`src/rtl/delay_line_pkg.sv`:
```
// Shared constants and helpers for the runtime-selectable delay line.
package delay_line_pkg;

    // Width of a field able to hold 0..max_delay.
    function automatic int dly_width(input int max_delay);
        return $clog2(max_delay + 1);
    endfunction

    // Map any requested delay into the legal 1..max_delay range.
    function automatic int clamp_delay(input int req, input int max_delay);
        if (req < 1) begin
            return 1;
        end else if (req > max_delay) begin
            return max_delay;
        end
        return req;
    endfunction

    // True when a requested delay needs no clamping.
    function automatic bit delay_in_range(input int req, input int max_delay);
        return (req >= 1) && (req <= max_delay);
    endfunction

    // Parameter legality: at least two stages, reset delay inside the range.
    function automatic bit params_legal(input int max_delay, input int reset_delay);
        return (max_delay >= 2) && (reset_delay >= 1) && (reset_delay <= max_delay);
    endfunction

endpackage

```
`src/rtl/delay_tap_mux.sv`:
```
// Combinational selector of one word out of N packed stage words (word 0 in the LSBs).
module delay_tap_mux #(
    parameter int W     = 16,
    parameter int N     = 16,
    parameter int SEL_W = $clog2(N + 1)
) (
    input  logic [N*W-1:0]   words,
    input  logic [SEL_W-1:0] sel,
    output logic [W-1:0]     word
);

    // Pick words[sel]; an out-of-range select yields zero.
    always_comb begin
        word = '0;
        for (int i = 0; i < N; i++) begin
            if (sel == SEL_W'(i)) begin
                word = words[i*W +: W];
            end
        end
    end

endmodule

```
`src/rtl/delay_line.sv`:
```
// Multi-channel, clock-enabled delay line with runtime delay selection and
// primed tracking so stale stage contents are never reported as valid.
//
// Stream semantics: valid_in qualifies data_in on every enabled cycle; there is
// no backpressure. valid_out qualifies data_out and is only asserted once the
// line has refilled to the current delay since the last rst, flush or delay load.
module delay_line
    import delay_line_pkg::*;
#(
    parameter int WIDTH       = 16,
    parameter int CHANNELS    = 1,
    parameter int MAX_DELAY   = 16,
    parameter int RESET_DELAY = MAX_DELAY,
    localparam int DLY_W      = dly_width(MAX_DELAY),
    localparam int DW         = CHANNELS * WIDTH
) (
    input  logic             clk,
    input  logic             rst,
    input  logic             en,
    input  logic             flush,
    input  logic             delay_ld,
    input  logic [DLY_W-1:0] delay,
    input  logic [DW-1:0]    data_in,
    input  logic             valid_in,
    output logic [DW-1:0]    data_out,
    output logic             valid_out,
    output logic             primed,
    output logic [DLY_W-1:0] delay_cur,
    output logic             delay_err
);

    if (!params_legal(MAX_DELAY, RESET_DELAY)) begin : g_bad_params
        $error("delay_line: need MAX_DELAY >= 2 and 1 <= RESET_DELAY <= MAX_DELAY");
    end

    logic [DW-1:0]        stage_data [MAX_DELAY];
    logic [MAX_DELAY-1:0] stage_valid;
    logic [DLY_W-1:0]     fill_cnt;
    logic [DLY_W-1:0]     delay_clamped;
    logic                 delay_bad;
    logic [DLY_W-1:0]     tap_sel;
    logic [MAX_DELAY*DW-1:0] stage_flat;
    logic                 tap_valid;

    assign delay_clamped = DLY_W'(clamp_delay(int'(delay), MAX_DELAY));
    assign delay_bad     = !delay_in_range(int'(delay), MAX_DELAY);
    assign tap_sel       = delay_cur - 1'b1;
    assign primed        = (fill_cnt >= delay_cur);
    assign valid_out     = tap_valid & primed;

    for (genvar g = 0; g < MAX_DELAY; g++) begin : g_flat
        assign stage_flat[g*DW +: DW] = stage_data[g];
    end

    // Data stages: shift on enable, contents survive flush.
    always_ff @(posedge clk) begin
        if (rst) begin
            for (int i = 0; i < MAX_DELAY; i++) begin
                stage_data[i] <= '0;
            end
        end else if (en) begin
            stage_data[0] <= data_in;
            for (int i = 1; i < MAX_DELAY; i++) begin
                stage_data[i] <= stage_data[i-1];
            end
        end
    end

    // Valid stages: shift on enable; flush wipes everything except the sample entering now.
    always_ff @(posedge clk) begin
        if (rst) begin
            stage_valid <= '0;
        end else if (flush) begin
            stage_valid <= en ? {{(MAX_DELAY-1){1'b0}}, valid_in} : '0;
        end else if (en) begin
            stage_valid <= {stage_valid[MAX_DELAY-2:0], valid_in};
        end
    end

    // Delay register and sticky range-error flag.
    always_ff @(posedge clk) begin
        if (rst) begin
            delay_cur <= DLY_W'(RESET_DELAY);
            delay_err <= 1'b0;
        end else if (delay_ld) begin
            delay_cur <= delay_clamped;
            if (delay_bad) begin
                delay_err <= 1'b1;
            end
        end
    end

    // Fill counter: restarts on flush or delay load, saturates at the current delay.
    always_ff @(posedge clk) begin
        if (rst) begin
            fill_cnt <= '0;
        end else if (delay_ld || flush) begin
            fill_cnt <= en ? DLY_W'(1) : '0;
        end else if (en && (fill_cnt < delay_cur)) begin
            fill_cnt <= fill_cnt + 1'b1;
        end
    end

    delay_tap_mux #(.W(DW), .N(MAX_DELAY), .SEL_W(DLY_W)) u_data_tap (
        .words (stage_flat),
        .sel   (tap_sel),
        .word  (data_out)
    );

    delay_tap_mux #(.W(1), .N(MAX_DELAY), .SEL_W(DLY_W)) u_valid_tap (
        .words (stage_valid),
        .sel   (tap_sel),
        .word  (tap_valid)
    );

endmodule

```
`config.mk`:
```
export PLATFORM = sky130hd
export DESIGN_NAME = delay_line
export DESIGN_NICKNAME = d
export VERILOG_FILES = /design/src/rtl/delay_line_pkg.sv /design/src/rtl/delay_tap_mux.sv /design/src/rtl/delay_line.sv
export SDC_FILE = /design/constraint.sdc
export NUM_CORES = 1
export LEC_CHECK = 0
export ABC_AREA = 0
export BUFFER_PORTS_ARGS = -buffer_cell sky130_fd_sc_hd__buf_2
export CORE_UTILIZATION = 48
export DETAILED_ROUTE_END_ITERATION = 12
export PLACE_DENSITY = 0.67
export SLEW_MARGIN = 20
export SYNTH_ARGS = -nofsm -noshare
export SYNTH_HDL_FRONTEND = slang
export SYNTH_SLANG_ARGS = --single-unit
```
`constraint.sdc`:
```
create_clock -name clk -period 7.85 [get_ports clk]
set_input_delay 0.3925 -clock clk [delete_from_list [all_inputs] [get_ports clk]]
set_output_delay 0.3925 -clock clk [all_outputs]
set_load 0.05 [all_outputs]
```
# --- Word level (Yosys, flattened, before mapping) ---
# Memories as Yosys holds them, arrays and structs flattened.
# Cells that the tools add are included.
totals:
  ramBits: 256
  output_inout_bits: 24
  mem_count: 1
  wordCells: 117
  inputBits: 27
  ff_bits: 27
classes:
  order_cmp: 6
  n_eq_ne: 15
  n_addsub: 2
  reduce_logical: 7
  bitwise: 18
  n_mux: 64
memory_table:
  columns: ["name", "words", "word_bits", "rd", "rd_clocked_by_memory_dff", "write_ports", "line_no", "rtl"]
  rows:
  - ["stage_data", 16, 16, 16, 0, 16, "delay_line.sv:36", "logic [DW-1:0] stage_data [MAX_DELAY];"]
op_table:
  columns: ["cell", "count"]
  rows:
  - ["$mux W16", 34]
  - ["$eq A5 B4 Y1 const B", 8]
  - ["$mux W1", 25]
  - ["$mux W5", 5]
  - ["$eq A5 B3 Y1 const B", 4]
  - ["$or A1 B1 Y1", 16]
  - ["$eq A5 B2 Y1 const B", 2]
  - ["$add A5 B1 Y5 const B", 1]
  - ["$eq A5 B1 Y1 const B", 1]
  - ["$ge A5 B1 Y1 const B", 1]
  - ["$ge A5 B5 Y1", 1]
  - ["$gt A5 B5 Y1 const B", 1]
  - ["$le A5 B5 Y1 const B", 1]
  - ["$logic_not A5 Y1", 1]
  - ["$lt A5 B1 Y1 const B", 1]
  - ["$lt A5 B5 Y1", 1]
  - ["$sub A5 B1 Y5 const B", 1]
  - ["$reduce_bool A2 Y1", 2]
  - ["$logic_and A1 B1 Y1", 2]
  - ["$reduce_and A2 Y1", 1]
  - ["$and A1 B1 Y1", 1]
  - ["$logic_or A1 B1 Y1", 1]
  - ["$not A1 Y1", 1]

# --- Logic depth before layout (Yosys ltp) ---
# Gate-level depths: netlist of the first run.
depth:
  ltp_word: 19
  depth_mapped: 8
  depth_no_buf: 7

# --- By module ---
# A second synthesis of the first run with hierarchy kept.
unflattened:
  cells_unflattened: 1102
  hier_area_um2: 13495.4
by_module_without_submodules:
  columns: ["module", "seq_area_each_um2", "instances", "cells_each", "area_each_um2"]
  rows:
  - ["delay_line", 8227.9, 1, 681, 10701.5]
  - ["delay_tap_mux (u_data_tap)", 0.0, 1, 400, 2611.3]
  - ["delay_tap_mux (u_valid_tap)", 0.0, 1, 21, 182.7]

# --- Least setup slack after synthesis of the first run ---
# Ideal clock, no wire load.
synth_timing:
  path_type: "input port to flip-flop"
  from: "input en"
  to: "memory stage_data[0][0] in the netlist's numbering, enable pin"
  stages: 3
  setup_time_ns: 0.511
  n_path_buf: 2
  t_arrival_ns: 4.239
  required_ns: 7.339
  slack_ns: 3.100
  cell_sequence: "buf_1 -> buf_2 -> or2_2"
synth_lines:
  columns: ["element", "line_no", "rtl"]
  rows:
  - ["start: declaration", "delay_line.sv:19", "input logic en,"]
  - ["end: declaration", "delay_line.sv:36", null]

# --- Final worst setup path of the first run ---
layout_timing:
  from: "register delay_cur[1]"
  to: "output valid_out"
layout_via:
  elab_chain_cells: 19
  word_cells_on_any_way: 35
  classes_between: "1 x add/sub; 1 x order compare; 15 x eq/ne; 16 x mux; 1 x bitwise; 1 x reduce/logical"
layout_rtl:
  columns: ["element", "line_no", "rtl"]
  rows:
  - ["start: declaration", "delay_line.sv:28", "output logic [DLY_W-1:0] delay_cur,"]
  - ["start signal: assignment", "delay_line.sv:83", "delay_cur <= DLY_W'(RESET_DELAY);"]
  - ["start signal: assignment", "delay_line.sv:86", "delay_cur <= delay_clamped;"]
  - ["$sub A5 B1 Y5", "delay_line.sv:47", "assign tap_sel = delay_cur - 1'b1;"]
  - ["$logic_not A5 Y1", "delay_tap_mux.sv:16", "if (sel == SEL_W'(i)) begin"]
  - ["$mux W1 (16 in series)", "delay_tap_mux.sv:16", null]
  - ["$and A1 B1 Y1 *", "delay_line.sv:49", "assign valid_out = tap_valid & primed;"]
  - ["end: declaration", "delay_line.sv:26", "output logic valid_out,"]
# Every way passes the cells marked *; elsewhere a longest branch is shown, timed or not.

==> reports/results.txt, run 1 <==
Final HPWL DP -> 16200 um
Initial antenna violation count -> 0
Flops & latches, synth -> 283
RSZ-0062 raised after global routing -> false
Status -> finished clean
Slowest-stage cell, CP -> dfxtp_4
Mapped Cells -> 1032
Synth Cell Area -> 13300 um^2
Crit. End Element -> output port
Nets -> 1080
Seq pwr share -> 53.6%
Gate power share -> 7.5%
CTS sink count -> 283
Max Transition Viols Final -> 0
I/O Buffers -> 50
Worst Path Required -> 7.46 ns
Worst vdd rail ir drop -> 0.164 mV
Area delta synth->final -> 10.1%
Postcts setup bufs -> 0
Drt wl/cell -> 19.2 um
Share of flip-flops with an asynchronous set or reset -> 0%
CTS root buf -> clkbuf_16
Leakage -> 5.40 nW
P_int -> 2.58 mW
CTS-repair resized insts -> 0
N_diodes -> 0
Starting Density -> 49.1%
Yosys top cell by area -> edfxtp_1
DRT Pass-1 Iters -> 6
Tmin final -> 4.28 ns
Worst skew pair latency -> 0.56 ns
Gr usage total -> 19.1%
Number of instances in the placed design -> 1355
Largest net degree at the start of global routing -> 194
CTS tree -> built
Pwr/cell area -> 231 nW/um^2
Power Total -> 3.37 mW
Dpl ws -> 4.12 ns
Share of the synthesized area in the top cell type -> 57.9%
DIE WIDTH -> 168 um
Remaining Overflow, GRT -> 0
Fmax -> 234 MHz
Vias in the first global route -> 7592
Unique masters post-synth -> 64
H-tree lvl count -> 1
Ys flop type -> edfxtp_1
Clk_skew -> 0.00753 ns
Syn nets -> 1065
First-pass GRT wire length -> 43100 um
Setup ws final -> 3.57 ns
Endpoints failing setup -> 0
Max Cap Viol -> 0
Crit-path max FO -> 60
Yosys warning total -> 0
Sw Pwr -> 0.794 mW
Hold crit path type -> input pin to flop
Setup crit start kind -> flop
Fill count -> 2257
Non-filler cells, final -> 1411
CORE AREA -> 27000 um^2
Clock Pin Slew Worst Setup and Hold Paths -> 0.06 ns
Full die area -> 28300 um^2
Fin. Hold Viols -> 0
Via count -> 8085
Arr. time, crit path -> 3.89 ns
Worst Tran Pin Value -> 1.10 ns
Syn_area_per_cell -> 12.9 um^2
Sequential-to-total area share from yosys stat -> 62.0%
Tcrit/Tclk final -> 54.5%
Commonest non-fill, non-tap cell in the layout -> edfxtp_1
Post-synth EDFFs -> 256
Post-DR vias/cell -> 5.73
Global placement routability congestion -> 0.878
Number of CTS-inserted buffers -> 30
Slew HR -> 26.1%
CTS max path bufs -> 3
Most frequent cells in the layout -> edfxtp_1, and2_1, nor2b_1
Critical path's largest stage delay -> 0.94 ns
Row cnt -> 60
Area contributors post-synth -> edfxtp_1, and2_1, nor2b_1
Worst setup path category -> flop to output port
TNS Setup -> 0 ns
Antenna viol nets, final -> 0
Switching portion of total power -> 23.6%
Clock network power share -> 38.9%
Crit-path cells -> buf_4 > nor2b_1 > nand2_1 > a311oi_1 > o211a_1 > o311a_1 > buf_2
DR iter-0 viols -> 771
Drc violations -> 0
Hold Buf Count CTS -> 0
IO Pins -> 51
Share of cells above drive strength 1 -> 15.8%
Chip Height -> 168 um
Final WL -> 27100 um
-- path summary, 6_finish.rpt --
path	start	to	slack (ns)	cells after the start
hold / removal	valid_in	stage_valid[0]	0.08	3
hold reg to reg	delay_err	delay_err	0.47	2
setup reg to reg	delay_cur[1]	fill_cnt[2]	5.01	7
setup / recovery	delay_cur[1]	valid_out	3.57	7
-- Yosys cell counts, drive strengths merged, types with 2 or more instances --
library cell / n
clkbuf: 41
or2: 4
buf: 35
o31ai: 5
nor3b: 3
a2bb2oi: 4
a221oi: 6
o211ai: 2
o2111ai: 2
a211oi: 9
mux4: 10
nand2b: 6
or3: 2
edfxtp: 256
a311oi: 3
a221o: 6
mux2i: 41
o22ai: 22
nor2b: 104
nand3: 5
nor4: 5
inv: 6
o221ai: 13
o221a: 4
a21oi: 49
o21ai: 40
dfxtp: 27
a211o: 5
nor3: 11
a22oi: 13
and2: 161
mux2: 34
nor2: 52
nand2: 18
nand4: 3
ha: 6
-- sequential cells by signal, summed over array words and instances, names as in the netlist --
name	count
delay_cur	5
fill_cnt	5
delay_err	1
stage_data	256
stage_valid	16
-- critical path, delay by kind of cell (launching register included) --
family	cells	cell delay, ns
AOI/OAI and AO/OA	3	0.66
buffers and inverters	2	0.93
DFF	1	0.94
and+or+nand+nor	2	0.74
-- final cells by class --
cell class / count / area (um^2) / share of cell area (%)
multi-input combinational: 666 / 4660 / 31.9
clock inverter: 17 / 93.8 / 0.642
clock buffer: 38 / 817 / 5.59
timing repair buffer: 59 / 353 / 2.42
tap: 341 / 427 / 2.92
inverter: 7 / 26.3 / 0.180
sequential: 283 / 8240 / 56.4
-- stage by stage --
step                      instance area, um^2  hold WS (ns)  utilization [%]
after floorplan                         13300         0.462                -
after global placement                  13700         0.447             50.6
after detailed placement                13700         0.454             50.6
after CTS                               14600        0.0706             54.0
after global routing                    14600        0.0897             54.1
final                                   14600        0.0802             54.1
-- metal layers --
layer / part of all wire [%] / track usage (%)
met5: 0 / 0
met4: 1.8 / 4.19
met3: 6.3 / 3.13
met2: 43 / 27.7
met1: 49 / 30.1
-- power by group through the flow --
stage / Sequential [mW] / Combinational (mW) / Clock (mW)
floorplan: 1.82 / 0.198 / 0
global placement: 1.83 / 0.249 / 0
detailed placement: 1.83 / 0.253 / 0
CTS: 1.80 / 0.253 / 1.34
global route: 1.82 / 0.275 / 1.39
finish: 1.80 / 0.254 / 1.31
-- cells by family after synthesis --
logic type,synth area share (%)
AND/OR/NAND/NOR,16.8
flip-flops,62.0
AO/OA/AOI/OAI,9.76
multiplexers,7.67
buffers and inverters,3.03
adder cells (fa/ha/maj),0.566
XOR/XNOR,0.132
(Power assumes the default switching activity.)
==> run 2, diff against run 1 <==
Settings changed: ABC_AREA 0 to 1, PLACE_DENSITY 0.67 to 0.7.
Clock period 7.85 ns to 3.6 ns, I/O delays scaled along.
==> run 2 against run 1 <==
Effect of this change: sequential share of layout area fell by 1.4 points; critical endpoint is now data_out[12]; first-iteration DRC count fell by 3.8%; worst hold slack lost 0.041 ns; clock skew grew 0.012 ns; core utilization rose by 1.5 points; critical path type unchanged; via count increased by 9.9%; largest cell class unchanged; count of clock-buffer cells in the layout grew 9; critical path depth up 7.
==> reports/results.txt, run 2 <==
Post-synth top cells -> nor2_1, inv_1, edfxtp_1
Initial antenna violation count -> 0
Endpoints failing setup -> 0
Crit. End Element -> output port
Worst Path Required -> 3.42 ns
Chip Height -> 168 um
Via count -> 8884
Min-delay src -> delay[1]
RSZ-0062 raised after global routing -> false
FF-to-FF End -> fill_cnt[4]
Gate power share -> 7.8%
P_int -> 5.74 mW
Area contributors post-synth -> edfxtp_1, nor2_1, inv_1
Mapped Cells -> 1431
Global placement routability congestion -> 0.832
Drt wl/cell -> 12.9 um
Gr usage total -> 17.6%
Leakage -> 6.24 nW
Fmax -> 306 MHz
CTS root buf -> clkbuf_16
Row cnt -> 60
Tcrit/Tclk final -> 90.8%
N_diodes -> 0
Syn_area_per_cell -> 9.21 um^2
Setup ws final -> 0.330 ns
Seq pwr share -> 52.5%
Post-Route Utilization -> 55.5%
Sequential-to-total area share from yosys stat -> 62.4%
Pwr/cell area -> 497 nW/um^2
Postcts setup bufs -> 0
Cell count of the worst reg-to-reg path -> 13
R2R Path Start -> delay_cur[1]
Ys flop type -> edfxtp_1
Fill count -> 2331
Min-Delay Endpoint -> delay_cur[1]
TNS Setup -> 0 ns
Most frequent cell after synthesis -> nor2_1
Remaining Overflow, GRT -> 0
Setup crit start kind -> flop
Share of cells above drive strength 1 -> 9.60%
Clock network power share -> 39.8%
Final HPWL DP -> 15400 um
Slew HR -> 35.7%
Switching portion of total power -> 22.9%
Dpl ws -> 0.915 ns
DRT Pass-1 Iters -> 6
Yosys top cell by area -> edfxtp_1
Max Cap Viol -> 0
Fin. Hold Viols -> 0
DR iter-0 viols -> 742
Share of the synthesized area in the top cell type -> 58.3%
Setup slack, reg-to-reg -> 1.07 ns
Sw Pwr -> 1.70 mW
Vias in the first global route -> 8510
Nets -> 1531
Largest net degree at the start of global routing -> 97
Hold depth -> 3
Drc violations -> 0
First-pass GRT wire length -> 40800 um
Worst Tran Pin Value -> 0.965 ns
Post-DR vias/cell -> 4.77
Multi-input gate area -> 3540 um^2
Met3 wire length -> 916 um
Tmin final -> 3.27 ns
Area delta synth->final -> 13.6%
Crit-path max FO -> 17
CTS tree -> built
Clk_skew -> 0.0196 ns
Register area -> 8230 um^2
Worst setup path category -> flop to output port
Worst vdd rail ir drop -> 0.367 mV
DIE WIDTH -> 168 um
Final WL -> 24000 um
CTS sink count -> 283
Flops & latches, synth -> 283
Post-synth EDFFs -> 256
Power Total -> 7.44 mW
Hold crit path type -> input pin to flop
Critical path startpoint -> delay_cur[1]
Synth Cell Area -> 13200 um^2
Arr. time, crit path -> 3.09 ns
H-tree lvl count -> 1
Design Area, Final -> 15000 um^2
Antenna viol nets, final -> 0
DR top layer -> met4
Share of flip-flops with an asynchronous set or reset -> 0%
Biggest register -> stage_data
Max reg flops -> 256
Syn nets -> 1464
I/O Buffers -> 50
Unique masters post-synth -> 41
Most frequent cells in the layout -> nor2_1, inv_1, edfxtp_1
Clock Pin Slew Worst Setup and Hold Paths -> 0.06 ns
IO Pins -> 51
Met2 routed WL -> 11000 um
Starting Density -> 48.9%
Met1 WL -> 11600 um
Status -> finished clean
Regs by FF count -> stage_data x256, stage_valid x16
Number of CTS-inserted buffers -> 29
Full die area -> 28100 um^2
Yosys warning total -> 0
CORE AREA -> 27000 um^2
Area after DPL -> 13700 um^2
Commonest non-fill, non-tap cell in the layout -> nor2_1
Max Transition Viols Final -> 0
Worst skew pair latency -> 0.54 ns
CTS max path bufs -> 3
## run 2: changes by cell type after synthesis, moves of 35 or more
cell     previous run  this run
a21oi_1            49        14
and2_1            161         0
inv_1               5       297
mux2i_1            41         0
nand2_1            18       222
nand3_1             5        59
nand4_1             3        52
nor2_1             51       357
nor2b_1           104         0
## run 2: cell families after synthesis
kind of cell / share of synthesized area [%]
simple gates: 23.6
buf+inv: 10.8
flops: 62.4
compound gates: 2.42
fa+ha+maj: 0.570
xor+xnor: 0.133
## run 2: metrics by stage
stage	cells	hold WS, ns
global route	1862	0.0376
finish	1862	0.0395
CTS	1862	0.0165
detailed placement	1778	0.391
floorplan	1431	0.258
global placement	1778	0.388
## run 2: worst max path at each step
| stage | to | slack, ns | cells after the start |
|---|---|---|---|
| floorplan | valid_out | 0.30 | 8 |
| global placement | data_out[13] | 0.94 | 14 |
| detailed placement | data_out[6] | 0.91 | 14 |
| CTS | data_out[15] | 0.32 | 12 |
| global route | data_out[12] | 0.03 | 14 |
| finish | data_out[12] | 0.33 | 14 |
## run 2: critical path, cell delays in order (launching register included)
cell     delay, ns
dfxtp_1       0.66
inv_1         0.23
nand4_1       0.16
inv_2         0.15
nand3_1       0.13
nand2_1       0.06
nor2_1        0.18
nand4_1       0.12
nor2_1        0.18
nand4_1       0.10
nor2_1        0.14
nand4_1       0.11
nand2_1       0.08
nand2_1       0.04
buf_2         0.20
## run 2: cell type report
type	instances	share of cell area (%)
flip-flops and latches	283	55.0
multi-input cells	788	23.6
inverters	307	7.71
clock buffers	47	6.02
repair buffers	89	4.40
well taps	341	2.85
clock inverters	7	0.418
## run 2: routing by layer
layer,track usage [%],vias to the layer above
met5,0,-
met4,4.47,0
met3,2.32,28
met2,29.1,155
met1,24.7,4054
li1,-,4647
## run 2: repair_timing
action / CTS / global route
resized for setup: 0 / 1
endpoints found under the hold margin: 25 / 0
setup endpoints to repair: 0 / 1
hold buffers: 30 / 0
## run 2: power groups by stage
| stage | clock network, mW | logic (mW) | registers, mW |
|---|---|---|---|
| final | 2.96 | 0.577 | 3.90 |
| after global routing | 3.15 | 0.649 | 3.93 |
| after CTS | 3.03 | 0.584 | 3.90 |
| after detailed placement | 0 | 0.556 | 3.97 |
| after global placement | 0 | 0.543 | 3.96 |
| after floorplan | 0 | 0.426 | 3.96 |
